<file path="src/rtl/sysarr_pkg.sv">
`default_nettype none
// +------------------------------------------------------------------+
// | sysarr_pkg : shared constants and state type for the sequencer   |
// | Rev 1.0                                                          |
// +------------------------------------------------------------------+
package sysarr_pkg;

    localparam int c_MATRIX_SIZE    = 8;
    localparam int c_DATA_BW        = 8;
    localparam int c_WEIGHT_BW      = 8;
    localparam int c_PARTIAL_SUM_BW = 19;
    localparam int c_VEC_CNT_BW     = 8;
    localparam int c_RES_LAT        = 8;
    localparam int c_ADDR_BW        = $clog2(c_MATRIX_SIZE);

    typedef enum logic [2:0] {
        ST_IDLE   = 3'd0,
        ST_LOAD_W = 3'd1,
        ST_STREAM = 3'd2,
        ST_DRAIN  = 3'd3,
        ST_DONE   = 3'd4
    } state_t;

endpackage
`default_nettype wire

</file>
<file path="src/rtl/sysarr_ctrl_skew_buffer.sv">
`default_nettype none
// +------------------------------------------------------------------+
// | skew_buffer : triangular delay line, lane i delayed i+1 cycles   |
// | Rev 1.0                                                          |
// +------------------------------------------------------------------+
module skew_buffer
    import sysarr_pkg::*;
#(
    parameter int LANES   = c_MATRIX_SIZE,
    parameter int DATA_BW = c_DATA_BW
) (
    input  logic                     clk,
    input  logic                     rstn,
    input  logic                     i_clr,
    input  logic                     i_valid,
    input  logic [LANES*DATA_BW-1:0] i_data,
    output logic [LANES*DATA_BW-1:0] o_data
);

    // Lane 0 occupies the MSBs on both sides.
    for (genvar i = 0; i < LANES; i++) begin : g_lane
        logic [DATA_BW-1:0] r_data [0:i];
        logic [i:0]         r_vld;

        always_ff @(posedge clk) begin
            if (!rstn || i_clr) begin
                r_vld <= '0;
                for (int s = 0; s <= i; s++) begin
                    r_data[s] <= '0;
                end
            end else begin
                r_vld[0]  <= i_valid;
                r_data[0] <= i_data[(LANES-1-i)*DATA_BW +: DATA_BW];
                for (int s = 1; s <= i; s++) begin
                    r_vld[s]  <= r_vld[s-1];
                    r_data[s] <= r_data[s-1];
                end
            end
        end

        assign o_data[(LANES-1-i)*DATA_BW +: DATA_BW] = r_vld[i] ? r_data[i] : '0;
    end

endmodule
`default_nettype wire

</file>
<file path="src/rtl/sysarr_ctrl.sv">
`default_nettype none
// +------------------------------------------------------------------+
// | sysarr_ctrl : weight preload, skewed input stream, result tags   |
// | Rev 1.0                                                          |
// +------------------------------------------------------------------+
module sysarr_ctrl
    import sysarr_pkg::*;
#(
    parameter int MATRIX_SIZE = c_MATRIX_SIZE,
    parameter int DATA_BW     = c_DATA_BW,
    parameter int WEIGHT_BW   = c_WEIGHT_BW,
    parameter int VEC_CNT_BW  = c_VEC_CNT_BW,
    parameter int RES_LAT     = c_RES_LAT,
    parameter int ADDR_BW     = (MATRIX_SIZE > 1) ? $clog2(MATRIX_SIZE) : 1
) (
    input  logic                             clk,
    input  logic                             rstn,
    input  logic                             start,
    input  logic                             abort,
    input  logic [VEC_CNT_BW-1:0]            num_vec,
    output logic                             busy,
    output logic                             done,
    output logic                             w_rd_en,
    output logic [ADDR_BW-1:0]               w_rd_addr,
    input  logic [MATRIX_SIZE*WEIGHT_BW-1:0] w_rd_data,
    output logic                             x_rd_en,
    output logic [VEC_CNT_BW-1:0]            x_rd_addr,
    input  logic [MATRIX_SIZE*DATA_BW-1:0]   x_rd_data,
    output logic                             we_rl,
    output logic [MATRIX_SIZE*WEIGHT_BW-1:0] WEIGHTS,
    output logic [MATRIX_SIZE*DATA_BW-1:0]   DIN,
    output logic                             res_valid,
    output logic [VEC_CNT_BW-1:0]            res_idx
);

    state_t                           r_state;
    state_t                           w_next;
    logic [VEC_CNT_BW-1:0]            r_cnt;
    logic [VEC_CNT_BW-1:0]            r_num_vec;
    logic                             r_we_rl;
    logic [MATRIX_SIZE*WEIGHT_BW-1:0] r_weights;
    logic [RES_LAT:0]                 r_res_vld;
    logic [VEC_CNT_BW-1:0]            r_res_idx [0:RES_LAT];
    logic                             w_load_last;
    logic                             w_stream_last;
    logic                             w_drain_last;

    assign w_load_last   = (r_cnt == VEC_CNT_BW'(MATRIX_SIZE - 1));
    assign w_stream_last = (r_cnt == r_num_vec - VEC_CNT_BW'(1));
    assign w_drain_last  = r_res_vld[RES_LAT] &&
                           (r_res_idx[RES_LAT] == r_num_vec - VEC_CNT_BW'(1));

    always_ff @(posedge clk) begin
        if (!rstn) begin
            r_state <= ST_IDLE;
        end else begin
            r_state <= w_next;
        end
    end

    always_comb begin
        w_next = r_state;
        case (r_state)
            ST_IDLE:   if (start) w_next = ST_LOAD_W;
            ST_LOAD_W: if (w_load_last) w_next = (r_num_vec == '0) ? ST_DONE : ST_STREAM;
            ST_STREAM: if (w_stream_last) w_next = ST_DRAIN;
            ST_DRAIN:  if (w_drain_last) w_next = ST_DONE;
            ST_DONE:   w_next = ST_IDLE;
            default:   w_next = ST_IDLE;
        endcase
        if (abort) begin
            w_next = ST_IDLE;
        end
    end

    always_comb begin
        busy      = (r_state != ST_IDLE);
        done      = (r_state == ST_DONE);
        w_rd_en   = (r_state == ST_LOAD_W);
        x_rd_en   = (r_state == ST_STREAM);
        w_rd_addr = w_rd_en ? r_cnt[ADDR_BW-1:0] : '0;
        x_rd_addr = x_rd_en ? r_cnt : '0;
    end

    // Phase counter restarts on every state change.
    always_ff @(posedge clk) begin
        if (!rstn) begin
            r_cnt     <= '0;
            r_num_vec <= '0;
        end else begin
            r_cnt <= (w_next != r_state) ? '0 : r_cnt + VEC_CNT_BW'(1);
            if (r_state == ST_IDLE && w_next == ST_LOAD_W) begin
                r_num_vec <= num_vec;
            end
        end
    end

    always_ff @(posedge clk) begin
        if (!rstn || abort) begin
            r_we_rl   <= 1'b0;
            r_weights <= '0;
        end else begin
            r_we_rl <= w_rd_en;
            if (w_rd_en) begin
                r_weights <= w_rd_data;
            end
        end
    end

    // Stage 0 lines up with lane 0 on DIN; the last stage is the result tag.
    always_ff @(posedge clk) begin
        if (!rstn || abort) begin
            r_res_vld <= '0;
            for (int s = 0; s <= RES_LAT; s++) begin
                r_res_idx[s] <= '0;
            end
        end else begin
            r_res_vld[0] <= x_rd_en;
            r_res_idx[0] <= x_rd_addr;
            for (int s = 1; s <= RES_LAT; s++) begin
                r_res_vld[s] <= r_res_vld[s-1];
                r_res_idx[s] <= r_res_idx[s-1];
            end
        end
    end

    assign we_rl     = r_we_rl;
    assign WEIGHTS   = r_weights;
    assign res_valid = r_res_vld[RES_LAT];
    assign res_idx   = r_res_idx[RES_LAT];

    skew_buffer #(
        .LANES   (MATRIX_SIZE),
        .DATA_BW (DATA_BW)
    ) u_din_skew (
        .clk     (clk),
        .rstn    (rstn),
        .i_clr   (abort),
        .i_valid (x_rd_en),
        .i_data  (x_rd_data),
        .o_data  (DIN)
    );

endmodule
`default_nettype wire

</file>
<file path="config.mk">
export PLATFORM = sky130hd
export DESIGN_NAME = sysarr_ctrl
export DESIGN_NICKNAME = d
export VERILOG_FILES = /design/src/rtl/sysarr_pkg.sv /design/src/rtl/sysarr_ctrl_skew_buffer.sv /design/src/rtl/sysarr_ctrl.sv
export SDC_FILE = /design/constraint.sdc
export NUM_CORES = 1
export LEC_CHECK = 0
export CAP_MARGIN = 20
export CORE_AREA = 2 2 180 182
export DETAILED_ROUTE_END_ITERATION = 16
export DIE_AREA = 0 0 182 184
export PLACE_DENSITY = 0.74
export SLEW_MARGIN = 20
export SYNTH_ARGS = -nofsm -noshare
export SYNTH_HDL_FRONTEND = slang
export SYNTH_SLANG_ARGS = --single-unit
</file>
<file path="constraint.sdc">
create_clock -name clk -period 2.1 [get_ports clk]
set_input_delay 0.315 -clock clk [delete_from_list [all_inputs] [get_ports clk]]
set_output_delay 0.315 -clock clk [all_outputs]
set_load 0.01 [all_outputs]
</file>
# --- Word level (Yosys, flattened, before mapping) ---
# Memories as Yosys holds them, arrays and structs flattened.
# Cells that the tools add are included.
totals:
  reg_bits: 129
  ramBits: 360
  in_bits: 140
  out_inout_bits: 153
  elab_cells: 154
  n_memories: 9
classes:
  n_addsub: 2
  n_eq_ne: 9
  mux: 66
  n_bitwise: 45
  n_reduce_logical: 9
mem_list:
  columns: ["name", "words", "word_bits", "read_ports", "rd_ports_with_merged_regs", "wr", "line", "text"]
  rows:
  - ["r_res_idx", 9, 8, 9, 0, 9, "sysarr_ctrl.sv:43", "logic [VEC_CNT_BW-1:0] r_res_idx [0:RES_LAT];"]
  - ["u_din_skew.g_lane[7].r_data", 8, 8, 8, 0, 8, "sysarr_ctrl_skew_buffer.sv:22", "logic [DATA_BW-1:0] r_data [0:i];"]
  - ["u_din_skew.g_lane[6].r_data", 7, 8, 7, 0, 7, "sysarr_ctrl_skew_buffer.sv:22", null]
  - ["u_din_skew.g_lane[5].r_data", 6, 8, 6, 0, 6, "sysarr_ctrl_skew_buffer.sv:22", null]
  - ["u_din_skew.g_lane[4].r_data", 5, 8, 5, 0, 5, "sysarr_ctrl_skew_buffer.sv:22", null]
  - ["u_din_skew.g_lane[3].r_data", 4, 8, 4, 0, 4, "sysarr_ctrl_skew_buffer.sv:22", null]
  - ["3 more memories", null, null, null, null, null, null, null]
op_table:
  columns: ["op", "count"]
  rows:
  - ["$mux W8", 54]
  - ["$or A1 B1 Y1", 44]
  - ["$mux W3", 7]
  - ["$eq A8 B8 Y1", 2]
  - ["$pmux W3 S4", 1]
  - ["$add A8 B1 Y8 const B", 1]
  - ["$eq A8 B3 Y1 const B", 1]
  - ["$logic_not A8 Y1", 1]
  - ["$reduce_or A8 Y1", 1]
  - ["$sub A8 B1 Y8 const B", 1]
  - ["$eq A3 B1 Y1 const B", 2]
  - ["$eq A3 B2 Y1 const B", 2]
  - ["$mux W1", 4]
  - ["$eq A3 B3 Y1 const B", 1]
  - ["$logic_not A3 Y1", 1]
  - ["$ne A3 B3 Y1", 1]
  - ["$reduce_bool A3 Y1", 1]
  - ["$logic_and A1 B1 Y1", 2]
  - ["$reduce_or A2 Y1", 1]
  - ["$logic_not A1 Y1", 1]
  - ["$logic_or A1 B1 Y1", 1]
  - ["$not A1 Y1", 1]

# --- Depth between registers and ports, before layout ---
depth:
  ltp_word: 8
  mapped_depth: 11
  ltp_nobuf: 9

# --- Hierarchy ---
# A second synthesis with hierarchy kept.
unflattened:
  hier_cells: 1365
  hier_area_um2: 15172.1
modules_own_cells:
  columns: ["module", "instances", "cells_per_inst", "area_each_um2", "seq_area_each_um2"]
  rows:
  - ["skew_buffer", 1, 721, 9235.1, 5925.7]
  - ["sysarr_ctrl", 1, 644, 5936.9, 3303.2]

# --- Worst setup path before layout ---
# Ideal clock, no wire load.
synth_path:
  path_type: "reg-to-reg"
  startpoint: "reg r_num_vec[0]"
  endpoint: "reg r_cnt[0]"
  setup_ps: 88
  t_arrival_ps: 2249
  required_time_ps: 2012
  setup_slack_ps: -237
  path_stages_with_launch: 11
  path_buffers: 1
  period_less_slack_ps: 2337
  cell_sequence: "dfxtp_1 -> buf_6 -> inv_1 -> ha_1 -> xor2_1 -> nand4_1 -> nor3_1 -> o21ai_0 -> a2111o_1 -> a221o_2 -> a211oi_1"
synth_between:
  elab_chain_len: 8
  elab_cells_between_ends: 13
  cone_classes: "1 x add/sub; 3 x eq/ne; 6 x mux; 3 x reduce/logical"
synth_rtl:
  columns: ["element", "line", "text"]
  rows:
  - ["from (decl)", "sysarr_ctrl.sv:39", "logic [VEC_CNT_BW-1:0] r_num_vec;"]
  - ["from (signal assigned)", "sysarr_ctrl.sv:93", "r_num_vec <= num_vec;"]
  - ["$sub A8 B1 Y8", "sysarr_ctrl.sv:49, sysarr_ctrl.sv:51", null]
  - ["$eq A8 B8 Y1", "sysarr_ctrl.sv:51", "(r_res_idx[RES_LAT] == r_num_vec - VEC_CNT_BW'(1));"]
  - ["$logic_and A1 B1 Y1", "sysarr_ctrl.sv:50", "assign w_drain_last = r_res_vld[RES_LAT] &&"]
  - ["$mux W3", "sysarr_ctrl.sv:67", "ST_DRAIN: if (w_drain_last) w_next = ST_DONE;"]
  - ["$pmux W3 S4 *", "sysarr_ctrl.sv:63", "case (r_state)"]
  - ["$mux W3 *", "sysarr_ctrl.sv:71", "if (abort) begin"]
  - ["$ne A3 B3 Y1 *", "sysarr_ctrl.sv:91", "r_cnt <= (w_next != r_state) ? '0 : r_cnt + VEC_CNT_BW'(1);"]
  - ["$reduce_or A2 Y1 (no source line) *", null, null]
  - ["to (signal assigned)", "sysarr_ctrl.sv:91", null]
  - ["to (decl)", "sysarr_ctrl.sv:38", "logic [VEC_CNT_BW-1:0] r_cnt;"]
# Every way passes the cells marked *; elsewhere a longest branch is shown, timed or not.
# A chain may end at the register's enable or synchronous reset.

# --- Final worst setup path ---
layout_path:
  startpoint: "reg r_num_vec[5]"
  endpoint: "reg r_cnt[0]"
# Same word-level chain as after synthesis.

==> metrics.yaml <==
timing:
  skew_ps: 14.7
  setup_viol: 17
  period_minus_slack_ps: 2380
  fmax_mhz: 421
  relSlewSlack_pct: 55.3
  fin_ws_ps: -275
  fin_crit_sh_pct: 113
  final_max_slew_viol_count: 0
  rsz0062_at_grt: "yes"
  hold_viol_final: 0
  worstMarginPinSlew_ps: 670
logic_synthesis:
  synth_nets: 1450
  ys_ff_latch: 453
  syn-instance-count: 1307
  yosys_warnings: 0
  syn_avg_cell_area_um2: 10.8
  async_flop_share_pct: 0
  ys_types: 49
  synthTopCellsByArea: "dfxtp_1 (64%), and2_1 (19%), nand2_1 (3.7%)"
  synthFlopType: "dfxtp_1"
  synthDominantCellAreaShare_pct: 64.4
  syn_area_um2: 14100
  yosysTopAreaCell: "dfxtp_1"
  synth_edf_count: 0
  synth.yosys.seq_area_share_pct: 64.4
final_layout:
  syn_to_final_growth_pct: 37.5
  fin_area_um2: 19400
  drive_above_1_share_pct: 11.0
  layout.cells.non_filler: 2061
  final_cell_mix: "dfxtp_1 (440), and2_1 (433), clkdlybuf4s50_1 (275), nand2_1 (136), a21oi_1 (65)"
  antenna_cells: 0
  layout_commonest_cell: "dfxtp_1"
  nNetsFinal: 1767
clock_network:
  worstSkewPairLatency_ps: 530
  ctsLongestPathBuffers: 3
  postCtsHoldBufs: 0
  cts-root-buf: "clkbuf_16"
  cts_tree: "yes"
  clk_pin_slew_ps: 60
  cts_inserted_buffers: 45
  htreeDepth: 2
  cts.sinks: 453
die:
  num_rows: 65
  io_pins: 293
  die_area_um2: 33500
  initial_utilization_pct: 44.8
  fp.coreArea_um2: 31400
  die-width_um: 182
  die_height_um: 184
worst_setup_path:
  r2r-start: "r_num_vec[5]"
  critPathLaunchType: "register"
  worstPathMaxFanout: 8
  critPathCaptureType: "register"
  r2r_slack_ps: -280
  rr_endpoint: "r_cnt[0]"
  endpoint: "r_cnt[0]"
  cp_data_arrival_time_ps: 2830
  ff2ff_path_depth: 8
  worstPathRequired_ps: 2550
  critPathLaunch: "r_num_vec[5]"
  critPathKind: "register to register"
power:
  power_per_cell_area_nw_per_um2: 917
  peakVddDrop_mv: 0.673
  p_leak_nw: 7.78
global_route:
  grt_pass1_wl_mm: 44.5
  grt_max_degree: 66
  track_usage_pct: 16.4
  antenna_found_initial: 0
  grt_overflow: 0
  grt_pass1_vias: 8960
drt:
  first_pass_iters: 5
  vias: 9250
  routedWlPerCell_um: 13.8
  ant_nets: 0
  vias_per_cell: 4.49
  drt_iter0_drc: 408
  wl_mm: 28.4
  drc: 0
placed_design:
  dpl.cell_count: 1976
  dp_hpwl_mm: 19.4
  io_buffers: 292
  place.gp.congestion: 0.887
  placed_cell_area_um2: 17700
outcome:
  status: "complete, but fails checks"
  violations: "setup timing"
min_path:
  worstHoldPathType: "primary input to register"
flow_run:
  maxCapViolCount: 0
-- critical path: stages (launching register included) --
cell,delay (ps)
dfxtp_1,360
nor4_4,310
and4_1,270
xor3_2,270
or2_4,270
o31ai_4,260
buf_6,160
nand3_4,150
a211oi_2,250
-- layer usage --
metal  track usage, %  part of all wire, %
met1             18.9                   40
met2             29.2                   50
met3             4.68                  6.8
met4             6.00                  2.9
met5                0                    0
-- where the power goes --
group | leakage (nW) | total [W] | switching [W] | internal, W
clock | 0.752 | 0.00806 | 0.00316 | 0.00490
sequential | 3.67 | 0.00874 | 0.0000419 | 0.00870
combinational | 3.36 | 0.000941 | 0.000395 | 0.000547
total | 7.78 | 0.0177 | 0.00360 | 0.0141
-- stage by stage --
stage | setup TNS (ps) | worst slack (ps) | util (%) | hold slack (ps) | total power (W)
floorplan | -1010 | -126 | - | 406 | 0.00936
finish | -2780 | -275 | 61.7 | 326 | 0.0177
CTS | -2610 | -245 | 61.5 | 299 | 0.0179
global placement | -3640 | -353 | 56.5 | 406 | 0.00984
detailed placement | -3900 | -385 | 56.5 | 410 | 0.00985
global route | -4530 | -373 | 61.7 | 304 | 0.0184
-- what timing repair did --
item | CTS | global route
buffers inserted | 1 | 3
setup endpoints to repair | 73 | 50
resized for setup | 30 | 31
pin swaps | 9 | 18
-- cell type report --
type,count,area (µm²)
fillers,2497,12000
flip-flops and latches,453,9090
multi-input cells,763,4690
repair buffers,353,3510
clock buffers,70,1340
well taps,402,503
clock inverters,12,186
inverters,8,32.5
-- cell families after synthesis --
logic type | count (synthesis) | synth area share, %
AND/OR/NAND/NOR | 651 | 26.5
flip-flops | 453 | 64.4
buffers and inverters | 91 | 3.11
XOR/XNOR | 26 | 2.27
AO/OA/AOI/OAI | 83 | 3.46
adder cells (fa/ha/maj) | 3 | 0.267
-- Yosys cell counts, drive strengths merged, types with 2 or more instances --
| library cell | count |
|---|---|
| dfxtp | 453 |
| and2 | 433 |
| nand2 | 137 |
| a21oi | 65 |
| clkbuf | 64 |
| nand3 | 23 |
| nand4 | 18 |
| buf | 17 |
| and3 | 13 |
| xnor2 | 12 |
| nor2 | 9 |
| a211oi | 8 |
| xor2 | 8 |
| inv | 7 |
| nor3 | 6 |
| xnor3 | 5 |
| ha | 3 |
| clkdlybuf4s15 | 2 |
| nand2b | 2 |
| nor2b | 2 |
| nor3b | 2 |
| nor4 | 2 |
| or2 | 2 |
-- sequential cells by signal, summed over array words and instances, names as in the netlist --
signal / count
u_din_skew.g_lane.r_data: 288
r_res_idx: 72
WEIGHTS: 64
r_res_vld: 9
r_cnt: 8
r_num_vec: 8
r_state: 3
we_rl: 1
-- worst min path at each step --
stage	start	end	slack [ps]	cells after the start
floorplan	r_res_idx[0][2]	r_res_idx[0][10]	410	1
finish	w_rd_data[47]	WEIGHTS[47]	330	3
global placement	u_din_skew.g_lane[2].r_data[0][6]	u_din_skew.g_lane[2].r_data[0][14]	410	1
CTS	w_rd_data[51]	WEIGHTS[51]	300	3
detailed placement	u_din_skew.g_lane[4].r_data[0][29]	u_din_skew.g_lane[4].r_data[0][37]	410	1
global route	w_rd_data[51]	WEIGHTS[51]	300	3
No activity file was read; power rests on OpenSTA's default activity.
